### src/rtl/sdf_fifo_switch_if.sv
// ---------------------------------------------------------------------------
// sdf_fifo_switch_if
// Bundle of the stream and butterfly signals for one radix-2 SDF front-end
// stage.
//   slave  : the stage itself (accepts in_*, flush and butterfly results;
//            drives in_ready, bf_a/bf_b operands, out_* and busy)
//   master : the surrounding logic (upstream source, butterfly, downstream)
// Signals:
//   in_valid/in_data/in_ready : input coefficient handshake
//   flush                     : drain request, honoured at the block boundary
//   bf_a/bf_b                 : butterfly operands (earlier sample / in_data)
//   bf_sum/bf_diff            : combinational butterfly results
//   out_valid/out_data        : stage output to the downstream delay line
//   busy                      : stage holds state that has not left yet
// ---------------------------------------------------------------------------
interface sdf_fifo_switch_if #(
    parameter int WIDTH = 12
);
    logic             in_valid;
    logic [WIDTH-1:0] in_data;
    logic             in_ready;
    logic             flush;
    logic [WIDTH-1:0] bf_a;
    logic [WIDTH-1:0] bf_b;
    logic [WIDTH-1:0] bf_sum;
    logic [WIDTH-1:0] bf_diff;
    logic             out_valid;
    logic [WIDTH-1:0] out_data;
    logic             busy;

    modport master (
        output in_valid, in_data, flush, bf_sum, bf_diff,
        input  in_ready, bf_a, bf_b, out_valid, out_data, busy
    );

    modport slave (
        input  in_valid, in_data, flush, bf_sum, bf_diff,
        output in_ready, bf_a, bf_b, out_valid, out_data, busy
    );
endinterface

### src/rtl/sdf_fifo_switch.sv
// ---------------------------------------------------------------------------
// sdf_fifo_switch
// Front end of one radix-2 single-path delay-feedback stage: the 2^DEPTH_LOG
// feedback FIFO plus the commutator that pairs sample k with sample k+D.
//   Phase 0 (fill)     : incoming samples go into the FIFO; whatever the FIFO
//                        held (lower results of the previous block) goes out.
//   Phase 1 (butterfly): FIFO sample and incoming sample feed the external
//                        butterfly; the sum leaves, the difference goes back
//                        into the FIFO slot just read.
// Ports:
//   clk  : clock
//   rst  : asynchronous active-high reset
//   s    : sdf_fifo_switch_if.slave (stream, butterfly and status signals)
// No arithmetic is performed here; data passes through unmodified.
// ---------------------------------------------------------------------------
module sdf_fifo_switch #(
    parameter int WIDTH     = 12,
    parameter int DEPTH_LOG = 3
) (
    input  logic               clk,
    input  logic               rst,
    sdf_fifo_switch_if.slave   s
);
    localparam int DEPTH = 1 << DEPTH_LOG;
    // A zero-bit counter is not expressible; the single-entry case keeps a
    // one-bit counter tied to zero.
    localparam int CNT_W = (DEPTH_LOG > 0) ? DEPTH_LOG : 1;

    // ---------------- state ----------------
    logic [CNT_W-1:0] r_cnt;
    logic             r_phase;
    logic             r_flush_pend;
    logic             r_flush_busy;
    logic [DEPTH-1:0] r_vld;
    logic [WIDTH-1:0] r_mem [DEPTH];
    logic             r_out_valid;
    logic [WIDTH-1:0] r_out_data;

    // ---------------- combinational ----------------
    logic             w_in_ready;
    logic             w_adv;
    logic             w_wrap;
    logic [CNT_W-1:0] w_cnt_inc;
    logic [CNT_W-1:0] w_cnt_next;
    logic             w_phase_next;
    logic             w_bnd_next;
    logic             w_drain_done;
    logic             w_start;
    logic             w_rd_vld;
    logic [WIDTH-1:0] w_rd_data;
    logic             w_wr_vld;
    logic [WIDTH-1:0] w_wr_data;

    generate
        if (DEPTH_LOG == 0) begin : g_cnt_single
            assign w_wrap    = 1'b1;
            assign w_cnt_inc = '0;
        end else begin : g_cnt_multi
            assign w_wrap    = (r_cnt == CNT_W'(DEPTH - 1));
            assign w_cnt_inc = r_cnt + 1'b1;
        end
    endgenerate

    // Read and write share address r_cnt; the read sees the old entry.
    assign w_rd_vld  = r_vld[r_cnt];
    assign w_rd_data = r_mem[r_cnt];

    assign w_in_ready = ~r_flush_busy;
    // While draining the stage advances on its own, feeding empty entries.
    assign w_adv      = (s.in_valid & w_in_ready) | r_flush_busy;

    // Phase 1 keeps the slot's tag and stores the lower result; phase 0 stores
    // the new sample, or an empty entry while draining.
    assign w_wr_vld  = r_phase ? w_rd_vld : ~r_flush_busy;
    assign w_wr_data = r_phase ? s.bf_diff
                               : (r_flush_busy ? '0 : s.in_data);

    // The drain runs in phase 0 and would toggle the phase on its last
    // advance; the stage instead returns to the start of a fill block.
    assign w_drain_done = r_flush_busy & w_wrap;
    assign w_cnt_next   = w_adv ? w_cnt_inc : r_cnt;
    assign w_phase_next = !w_adv        ? r_phase :
                          w_drain_done  ? 1'b0    :
                          w_wrap        ? ~r_phase : r_phase;

    // Drain starts on the edge that leaves the stage at the block boundary
    // (cnt=0, phase=0) with a flush pending: either an idle stage already
    // sitting there, or the advance that wraps into it. Arming on the edge
    // into the boundary means no input can be accepted mid-transition, and a
    // flush that arrived during a drain restarts straight away.
    assign w_bnd_next = (w_cnt_next == '0) & ~w_phase_next;
    assign w_start    = r_flush_pend & w_bnd_next
                      & (~r_flush_busy | w_drain_done);

    // ---------------- control and tag registers ----------------
    always_ff @(posedge clk or posedge rst) begin
        if (rst) begin
            r_cnt        <= '0;
            r_phase      <= 1'b0;
            r_flush_pend <= 1'b0;
            r_flush_busy <= 1'b0;
            r_vld        <= '0;
            r_out_valid  <= 1'b0;
            r_out_data   <= '0;
        end else begin
            r_cnt        <= w_cnt_next;
            r_phase      <= w_phase_next;
            r_flush_pend <= s.flush | (r_flush_pend & ~w_start);
            r_flush_busy <= w_start | (r_flush_busy & ~w_drain_done);
            if (w_adv) begin
                r_vld[r_cnt] <= w_wr_vld;
                r_out_valid  <= w_rd_vld;
                r_out_data   <= r_phase ? s.bf_sum : w_rd_data;
            end else begin
                r_out_valid  <= 1'b0;
            end
        end
    end

    // Data storage carries no reset; only the tags decide validity.
    always_ff @(posedge clk) begin
        if (w_adv) begin
            r_mem[r_cnt] <= w_wr_data;
        end
    end

    // ---------------- outputs ----------------
    assign s.in_ready  = w_in_ready;
    assign s.bf_a      = w_rd_data;
    assign s.bf_b      = s.in_data;
    assign s.out_valid = r_out_valid;
    assign s.out_data  = r_out_data;
    assign s.busy      = r_phase | (|r_vld) | r_flush_pend | r_flush_busy;

endmodule

### src/flat_wrapper.sv
// flat-port wrapper written by rule: the top's interface ports become plain ports
module sdf_fifo_switch_flat 
#(
    parameter int WIDTH     = 12,
    parameter int DEPTH_LOG = 3
)
  (clk, rst, s_in_valid, s_in_data, s_flush, s_bf_sum, s_bf_diff, s_in_ready, s_bf_a, s_bf_b, s_out_valid, s_out_data, s_busy);
  sdf_fifo_switch_if #(.WIDTH(WIDTH)) s_i ();
  input  logic clk;
  input  logic rst;
  input wire logic [$bits(s_i.in_valid)-1:0] s_in_valid;
  input wire logic [$bits(s_i.in_data)-1:0] s_in_data;
  input wire logic [$bits(s_i.flush)-1:0] s_flush;
  input wire logic [$bits(s_i.bf_sum)-1:0] s_bf_sum;
  input wire logic [$bits(s_i.bf_diff)-1:0] s_bf_diff;
  output wire logic [$bits(s_i.in_ready)-1:0] s_in_ready;
  output wire logic [$bits(s_i.bf_a)-1:0] s_bf_a;
  output wire logic [$bits(s_i.bf_b)-1:0] s_bf_b;
  output wire logic [$bits(s_i.out_valid)-1:0] s_out_valid;
  output wire logic [$bits(s_i.out_data)-1:0] s_out_data;
  output wire logic [$bits(s_i.busy)-1:0] s_busy;
  assign s_i.in_valid = s_in_valid;
  assign s_i.in_data = s_in_data;
  assign s_i.flush = s_flush;
  assign s_i.bf_sum = s_bf_sum;
  assign s_i.bf_diff = s_bf_diff;
  assign s_in_ready = s_i.in_ready;
  assign s_bf_a = s_i.bf_a;
  assign s_bf_b = s_i.bf_b;
  assign s_out_valid = s_i.out_valid;
  assign s_out_data = s_i.out_data;
  assign s_busy = s_i.busy;
  sdf_fifo_switch #(.WIDTH(WIDTH), .DEPTH_LOG(DEPTH_LOG)) u_core (.clk(clk), .rst(rst), .s(s_i));
endmodule
### config.mk
export PLATFORM = sky130hd
export DESIGN_NAME = sdf_fifo_switch_flat
export DESIGN_NICKNAME = d
export VERILOG_FILES = /design/src/rtl/sdf_fifo_switch_if.sv /design/src/rtl/sdf_fifo_switch.sv /design/src/flat_wrapper.sv
export SDC_FILE = /design/constraint.sdc
export NUM_CORES = 1
export LEC_CHECK = 0
export CORE_UTILIZATION = 54
export CTS_CLUSTER_SIZE = 14
export DETAILED_ROUTE_END_ITERATION = 10
export PLACE_DENSITY = 0.8
export RECOVER_POWER = 50
export SLEW_MARGIN = 20
export SYNTH_ARGS = -nofsm -noshare
export SYNTH_HDL_FRONTEND = slang
export SYNTH_SLANG_ARGS = --single-unit
### constraint.sdc
create_clock -name clk -period 3.1 [get_ports clk]
set_clock_uncertainty 0.05 [all_clocks]
set_input_delay 0.93 -clock clk [delete_from_list [all_inputs] [get_ports clk]]
set_output_delay 0.93 -clock clk [all_outputs]
set_load 0.03 [all_outputs]
==> results.md <==
- Commonest cells after routing, fill and taps aside: edfxtp_1, clkdlybuf4s50_1, buf_4
- Max IR drop VDD: 592.8 µV
- Crit start category: register
- RSZ-0062 raised after global routing: true
- Final worst path period need: 3.151 ns
- Root Driver: clkbuf_8
- Total gr overflow: 0
- Commonest non-fill, non-tap cell in the layout: edfxtp_1
- Synth Area per Inst: 17.31 µm²
- ANT nets after route: 0
- Total die area: 10,050 µm²
- Largest net degree at the start of global routing: 31
- GP Congestion: 0.8272
- First-pass iteration count of the detailed router: 5
- DRC Markers: 0
- Drt total wl: 12,240 µm
- TritonCTS Buffers: 17
- Clock latency at the later pin of the worst-skew pair: 0.52 ns
- DR WL/cell: 22.22 µm
- N_diodes: 0
- Via-to-Cell Ratio: 5.838
- I/O pin count: 79
- Share of post-route cells with drive strength above 1: 0.2962
- CTS tree: done
- Slew headroom: 0.1985
- Post-synthesis adder-cell area fraction: 0.004803
- Synth Area in Compound Gates: 0.05235
- Critical Path End Type: output pin
- Die X-Extent: 100.2 µm
- Post-synthesis sequential area ratio: 0.6830
- Power Total: 8.429 mW
- Worst EP required: 2.12 ns
- Highest clock rate: 0.3173 GHz
- Longest Clk Path Bufs: 2
- Gr usage total: 0.2575
- Initial Util: 0.5612
- Core Region: 9284 µm²
- Setup TNS: -0.3181 ns
- Yosys warns: 0
- DR iter-0 viols: 289
- Mux cell area share after synthesis: 0.1756
- H-Tree Depth: 4
- Clock sinks: 123
- CP Class: register to output pin
- Tcrit/Tclk final: 1.017
- Failing checks: negative setup slack
- First-pass GRT wire length: 18,080 µm
- PwrDens: 1207 nW/µm²
- Syn Inst Count: 301
- Outcome: complete, but fails checks
- Die Ht: 100.2 µm
- Final worst setup slack: -0.05145 ns
- Vias in the first global route: 3,268
- Row Count: 35
- Mapped Area: 5210 µm²
- Synth-to-Final Area Change: 33.98%
- Detail Placement HPWL: 6930 µm
- Max-cap violations: 0
- Final hold vios: 0
- Synth Area in Simple Gates: 0.03842
- Critical path peak fanout: 6
- Initial antenna violation count: 0
- Clock transition at path regs: 0.06 ns
- Worst hold slack: 0.4340 ns
- Hold Crit Class: register to register
- Slew Limit Fails: 0
- Syn Nets: 343
- Port bufs: 78
- WP data arrival: 2.17 ns
- Leakage: 2.648 nW
- Yosys reg bits: 123
- Final setup vio count: 11
- Final nets: 451
- Vias post-DR: 3,217
- Synth cell types: 31
- Largest family of logic cells by synthesized area: multiplexers
- Worst Max-Slew Pin Slew: 1.198 ns
- Final design utilization: 0.7519
- XOR/XNOR Fraction of Synth Area: 0.001681
==> worst paths after layout <==
check / from / to / slack [ns] / cells after the start
max: u_core.r_cnt[0] / s_bf_a[7] / -0.05 / 5
min: u_core.s.out_data[9] / u_core.s.out_data[9] / 0.43 / 2
max reg2reg: u_core.r_phase / u_core.r_mem[3][3] / 0.53 / 3
min reg2reg: u_core.s.out_data[9] / u_core.s.out_data[9] / 0.43 / 2
max in group asynchronous: rst / u_core.r_vld[7] / 1.22 / 3
min in group asynchronous: rst / u_core.s.out_data[6] / 0.96 / 2
==> critical path, stage by stage (launching register included) <==
cell,delay [ns]
dfrtp_2,0.41
buf_12,0.14
buf_12,0.13
mux4_2,0.51
mux2_4,0.32
buf_6,0.15
==> power by group <==
part	internal, mW	switching [mW]	total [mW]
registers	2.37	0.191	2.56
clock network	1.54	0.694	2.24
logic	1.70	1.93	3.63
==> sequential cells by signal, indices dropped and copies added, names as in the netlist <==
register and count:
u_core.s.out_valid 1, u_core.r_vld 8, u_core.r_phase 1, u_core.r_mem 96, u_core.r_flush_busy 1, u_core.r_cnt 3, u_core.r_flush_pend 1, u_core.s.out_data 12
==> cells by family after synthesis <==
| group | Yosys count |
|---|---|
| AO/OA/AOI/OAI | 41 |
| XOR/XNOR | 1 |
| adder cells (fa/ha/maj) | 2 |
| buffers and inverters | 33 |
| flip-flops | 123 |
| multiplexers | 54 |
| AND/OR/NAND/NOR | 47 |
==> final cells by class <==
cell class	count	area, µm²
clock inverter	13	246.5
sequential	123	3560
timing repair buffer	117	1145
inverter	5	18.77
fill	535	2303
tap	129	161.4
multi-input combinational	145	1428
clock buffer	19	421.7
==> per-stage QoR <==
step           instances  instance area (µm²)  setup WS, ns
2_1_floorplan        301                 5210        0.4260
3_3_place_gp         504                 6165       0.04563
3_5_place_dp         504                 6167       0.01835
4_1_cts              545                 6934      -0.07965
5_1_grt              551                 6980      -0.08761
6_report             551                 6980      -0.05145
==> cell usage after synthesis (all sizes together) <==
library cell | n | share of area
o21ai | 16 | 0.015
clkinv | 1 | 0.00072
ha | 2 | 0.0048
or2 | 1 | 0.0012
nand2 | 15 | 0.011
nor4 | 1 | 0.0012
clkbuf | 6 | 0.0043
edfxtp | 96 | 0.55
o22ai | 2 | 0.0024
buf | 22 | 0.036
nand3b | 1 | 0.0014
mux4 | 24 | 0.11
nand3 | 1 | 0.00096
mux2 | 14 | 0.037
a41o | 1 | 0.0019
nand2b | 2 | 0.0024
inv | 4 | 0.0029
mux2i | 16 | 0.031
dfrtp | 27 | 0.13
a2bb2oi | 1 | 0.0017
a22o | 12 | 0.020
nor3 | 7 | 0.0067
xnor2 | 1 | 0.0017
a31oi | 9 | 0.011
nor2 | 19 | 0.014
==> repair_timing <==
| item | in CTS | in global routing |
|---|---|---|
| setup endpoints to repair | 12 | 13 |
| pin swaps | 0 | 0 |
| resized for setup | 75 | 8 |
| buffers inserted | 8 | 6 |
| gates cloned | 1 | 1 |
| hold buffers | 0 | 0 |
==> layer usage <==
| metal | GRT usage | up-vias | share of wire |
|---|---|---|---|
| li1 | - | 1398 | - |
| met1 | 0.3114 | 1597 | 0.38 |
| met2 | 0.4373 | 187 | 0.52 |
| met3 | 0.06337 | 35 | 0.063 |
| met4 | 0.1204 | 0 | 0.032 |
| met5 | 0 | - | 0 |
(Power assumes the default switching activity.)
